===== src/rtl/store_commit_buffer.sv =====
// Post-commit store queue: buffers retired stores and drains them in order to
// data memory, one outstanding write at a time; flags loads hitting a buffered word.

module scb_word_match #(
  parameter int ADDR_W = 64
) (
  input  logic              entry_vld,
  input  logic [ADDR_W-1:0] entry_addr,
  input  logic [ADDR_W-1:0] ld_addr,
  output logic              hit
);
  // Same 8-byte word: everything above bit 2 matches.
  assign hit = entry_vld && (((entry_addr ^ ld_addr) >> 3) == '0);
endmodule

module store_commit_buffer #(
  parameter int DEPTH  = 4,
  parameter int ADDR_W = 64,
  parameter int DATA_W = 64,
  parameter int CNT_W  = $clog2(DEPTH+1)
) (
  input  logic              in_clk,
  input  logic              in_rst_n,
  input  logic              in_commit_valid,
  input  logic [ADDR_W-1:0] in_commit_addr,
  input  logic [DATA_W-1:0] in_commit_data,
  output logic              out_commit_ready,
  output logic              out_mem_req_valid,
  output logic [ADDR_W-1:0] out_mem_req_addr,
  output logic [DATA_W-1:0] out_mem_req_data,
  input  logic              in_mem_req_ready,
  input  logic              in_mem_ack,
  input  logic [ADDR_W-1:0] in_ld_addr,
  output logic              out_ld_conflict,
  output logic [CNT_W-1:0]  out_pending_count,
  output logic              out_full,
  output logic              out_empty
);
  localparam int PTR_W = (DEPTH > 1) ? $clog2(DEPTH) : 1;

  typedef enum logic [1:0] {IDLE, REQ, WAIT} state_t;
  typedef struct packed {
    logic [ADDR_W-1:0] addr;
    logic [DATA_W-1:0] data;
  } entry_t;

  state_t                      state_q;
  entry_t                      ent_q [DEPTH];
  logic [DEPTH-1:0]            vld_q;
  logic [PTR_W-1:0]            head_q, tail_q;
  logic [CNT_W-1:0]            count_q, count_n;
  logic                        full_q, empty_q, req_vld_q;
  logic                        push, pop;
  logic [DEPTH-1:0][ADDR_W-1:0] ent_addr;
  logic [DEPTH-1:0]            hit;

  assign out_commit_ready = (count_q < CNT_W'(DEPTH));
  // Ready comes from the registered count, so a same-cycle pop never frees a slot.
  assign push    = in_commit_valid && out_commit_ready;
  assign pop     = (state_q == WAIT) && in_mem_ack;
  assign count_n = count_q + CNT_W'(push) - CNT_W'(pop);

  assign out_mem_req_valid = req_vld_q;
  assign out_mem_req_addr  = ent_q[head_q].addr;
  assign out_mem_req_data  = ent_q[head_q].data;
  assign out_pending_count = count_q;
  assign out_full          = full_q;
  assign out_empty         = empty_q;

  always_ff @(posedge in_clk) begin
    if (push) ent_q[tail_q] <= '{addr: in_commit_addr, data: in_commit_data};
  end

  always_ff @(posedge in_clk or negedge in_rst_n) begin
    if (!in_rst_n) begin
      state_q   <= IDLE;
      vld_q     <= '0;
      head_q    <= '0;
      tail_q    <= '0;
      count_q   <= '0;
      full_q    <= 1'b0;
      empty_q   <= 1'b1;
      req_vld_q <= 1'b0;
    end else begin
      if (push) begin
        vld_q[tail_q] <= 1'b1;
        tail_q        <= tail_q + PTR_W'(1);
      end
      if (pop) begin
        vld_q[head_q] <= 1'b0;
        head_q        <= head_q + PTR_W'(1);
      end
      count_q <= count_n;
      full_q  <= (count_n == CNT_W'(DEPTH));
      empty_q <= (count_n == '0);
      case (state_q)
        IDLE: if (count_n != '0) begin
          state_q   <= REQ;
          req_vld_q <= 1'b1;
        end
        REQ: if (in_mem_req_ready) begin
          state_q   <= WAIT;
          req_vld_q <= 1'b0;
        end
        WAIT: if (in_mem_ack) begin
          state_q   <= (count_n != '0) ? REQ : IDLE;
          req_vld_q <= (count_n != '0);
        end
        default: begin
          state_q   <= IDLE;
          req_vld_q <= 1'b0;
        end
      endcase
    end
  end

  // The in-flight entry stays valid until its ack, so it keeps blocking loads.
  for (genvar g = 0; g < DEPTH; g++) begin : g_cmp
    assign ent_addr[g] = ent_q[g].addr;
    scb_word_match #(.ADDR_W(ADDR_W)) u_cmp (
      .entry_vld (vld_q[g]),
      .entry_addr(ent_addr[g]),
      .ld_addr   (in_ld_addr),
      .hit       (hit[g])
    );
  end

  assign out_ld_conflict = |hit;
endmodule


===== config.mk =====
export PLATFORM = sky130hd
export DESIGN_NAME = store_commit_buffer
export DESIGN_NICKNAME = d
export VERILOG_FILES = /design/src/rtl/store_commit_buffer.sv
export SDC_FILE = /design/constraint.sdc
export NUM_CORES = 1
export LEC_CHECK = 0
export BUFFER_PORTS_ARGS = -buffer_cell sky130_fd_sc_hd__buf_2
export CORE_MARGIN = 1.5
export CORE_UTILIZATION = 40
export DETAILED_ROUTE_END_ITERATION = 12
export PLACE_DENSITY_LB_ADDON = 0.3
export SLEW_MARGIN = 20
export SYNTH_ARGS = -nofsm -noshare
export SYNTH_HDL_FRONTEND = slang
export SYNTH_HIERARCHICAL = 1
export SYNTH_SLANG_ARGS = --single-unit

===== constraint.sdc =====
create_clock -name in_clk -period 3.8 [get_ports in_clk]
set_input_delay 0.57 -clock in_clk [delete_from_list [all_inputs] [get_ports in_clk]]
set_output_delay 0.57 -clock in_clk [all_outputs]
set_load 0.02 [all_outputs]

==> results.yml <==
detailed_routing:
  via_per_inst: 5.32
  dr.pass1.iters: 5
  wl_per_cell_um: 23.8
  drtIter0Drc: 822
  vias: 11900
  drc_errors: 0
  totalWireLength_mm: 53.2
  ant_nets: 0
layout:
  finalNonFillerCells: 2239
  final_cell_mix: "512 x edfxtp_1, 329 x buf_2, 128 x mux4_2"
  drive_gt1_share_pct: 37.9
  finalNetCount: 1702
  nFillCells: 4546
  utilization_pct: 49.0
  syn_to_final_growth_pct: 20.3
  final_common_cell: "edfxtp_1"
  fin_area_sq_um: 26600
  seq_area_sq_um: 15800
  multi_input_area_sq_um: 5940
die:
  initial_core_util_pct: 40.8
  io_pins: 333
  fp.dieH_um: 238
  core.rowCount: 85
  fp.dieW_um: 238
  coreArea_sq_um: 54200
  die-area_sq_um: 56700
global_routing:
  grt_pass1_vias: 12600
  grt_overflow: 0
  grt_pass1_wl_mm: 78.2
  grt_max_degree: 60
  antenna_found_initial: 18
  grt_use_total_pct: 18.7
critical_path:
  worstSetupStartpointType: "register"
  r2r_start: "out_pending_count[2]$_DFF_PN0_"
  endpoint_kind: "output pin"
  reg2reg_depth: 9
  cp.arrival_ps: 2630
  cp_data_required_time_ps: 3230
  startpoint: "ent_q[3][91]$_DFFE_PP_"
  rrSetupSlack_ps: 1330
  critical_path_class: "register to output pin"
  r2r_end: "out_mem_req_valid$_DFFE_PN0P_"
  worstPathMaxFanout: 2
synthesis:
  async_flop_share_pct: 3.03
  ys_ff_latch: 528
  synth-main-ff-cell: "edfxtp_1"
  synth.area.top_cells: "edfxtp_1 70%, mux4_2 13%, xor2_1 4.9%"
  yosysWarnings: 6
  synth_area_sq_um: 22100
  synthCells: 1115
  syn_area_per_cell_sq_um: 19.8
  synth-edff-count: 512
  yosysSeqAreaShare_pct: 71.4
  yosysUniqueCellTypes: 39
  yosys.area.top_type_share_pct: 69.5
  synth_nets: 1322
  yosysTopAreaCell: "edfxtp_1"
placed_design:
  routabilityCongestion: 0.968
  dpl-instance-area_sq_um: 24800
  dp.cells: 2133
  place_ws_ps: 890
  portBuffers: 329
  detailed_place_hpwl_mm: 36.9
clocking:
  cts.sinks: 528
  cts_max_path_buffers: 3
  numCtsBuffers: 55
  cts_root_buf: "clkbuf_16"
  cts_tree: "built"
  clkLatencyLatePin_ps: 620
  cts_setup_buffers: 0
  cts_hold_buffers: 1
  cts-resized-gates: 0
  htreeDepth: 2
  clk_pin_slew_worst_paths_ps: 60
sta:
  finalHoldViolCount: 0
  finalSetupViolations: 0
  timing.final.ws_setup_ps: 601
  rsz0062_at_grt: "false"
  min_period_over_period_pct: 84.2
  relSlewSlack_pct: 50.0
  fin_crit_ps: 3200
  fin_setup_tns_ps: 0
  tightest_slew_ps: 750
  report.final.slew_viol_count: 0
  final.setup_skew_ps: 19.4
  fmax_mhz: 313
  fin_hold_ws_ps: 169
power_and_ir_drop:
  p_sw_share_pct: 32.6
  p_leak_nw: 9.26
  p_switching_mw: 6.17
  pwr-share-seq_pct: 40.8
  ir_worst_vdd_mv: 0.638
  power.internal_mw: 12.8
  power_frac_comb_pct: 32.1
  p_total_mw: 18.9
  powerDensity_nw_per_um2: 713
  clockPowerShare_pct: 27.1
worst_hold_path:
  min_to: "ent_q[0][79]$_DFFE_PP_"
  hold_start: "in_commit_addr[15]"
  min_path_type: "input pin to register"
  whs_path_depth: 1
status:
  status: "finished clean"
flow_run:
  drv_cap: 0
how the worst max path moves through the flow:
| stage | to |
|---|---|
| 2_1_floorplan | ent_q[0][0]$_DFFE_PP_ |
| 3_3_place_gp | out_ld_conflict |
| 3_5_place_dp | out_ld_conflict |
| 4_1_cts | out_ld_conflict |
| 5_1_grt | out_ld_conflict |
| 6_report | out_ld_conflict |
logic make-up (layout without fill, tap and decap cells):
group | count (synthesis) | in the layout | synth area share, %
fa+ha+maj | 10 | 10 | 0.600
flops | 528 | 528 | 71.4
compound gates | 67 | 67 | 2.29
xor+xnor | 191 | 191 | 7.63
buf+inv | 92 | 513 | 1.83
other cells | 0 | 7 | 0
simple gates | 98 | 98 | 3.20
mux | 129 | 129 | 13.1
state kept, by name, indices dropped and copies added, names as in the netlist:
name / flops
state_q: 2
ent_q: 512
tail_q: 2
out_empty: 1
out_pending_count: 3
out_full: 1
out_mem_req_valid: 1
head_q: 2
vld_q: 4
power by group through the flow:
stage	Combinational (mW)	Sequential (mW)	Clock, mW
finish	6.09	7.72	5.13
global route	6.51	7.81	5.47
CTS	6.24	7.74	5.27
detailed placement	6.21	7.86	0
global placement	6.20	7.82	0
floorplan	4.18	7.74	0
area by class of cell:
cell class	instances	share of cell area, %
well taps	696	3.28
diodes	7	0.0659
repair buffers	352	7.60
inverters	63	0.889
flip-flops and latches	528	59.4
clock inverters	27	1.03
multi-input cells	495	22.3
clock buffers	71	5.44
critical path, stage by stage (launching register included):
cell	delay, ps
edfxtp_1	410
xor2_1	160
nor4_1	550
nand4_1	230
nor4_2	290
or4_1	210
buf_2	180
layer usage:
metal	up-vias	wire, um	track usage, %
li1	5308	-	-
met1	6064	20100	22.0
met2	409	26500	31.6
met3	101	5310	7.42
met4	26	1180	5.54
met5	-	165	0
cells in the mapped netlist, types with 4 or more instances:
master       n
inv_1       63
xor2_1     124
a222oi_1     4
mux4_2     128
edfxtp_1   512
buf_2       12
nor2_1      10
a22o_1       4
a2bb2oi_1    4
o2bb2ai_1    4
a221oi_1    16
o21ai_0      8
nor4_2      20
buf_4       12
nand4_1     32
o22ai_1     24
ha_1         9
xnor2_1     66
dfrtp_1     15
and2_1       4
nor4_1      20
clkbuf_1     4
nand2_1      4
Power figures use the tool's default switching activity.
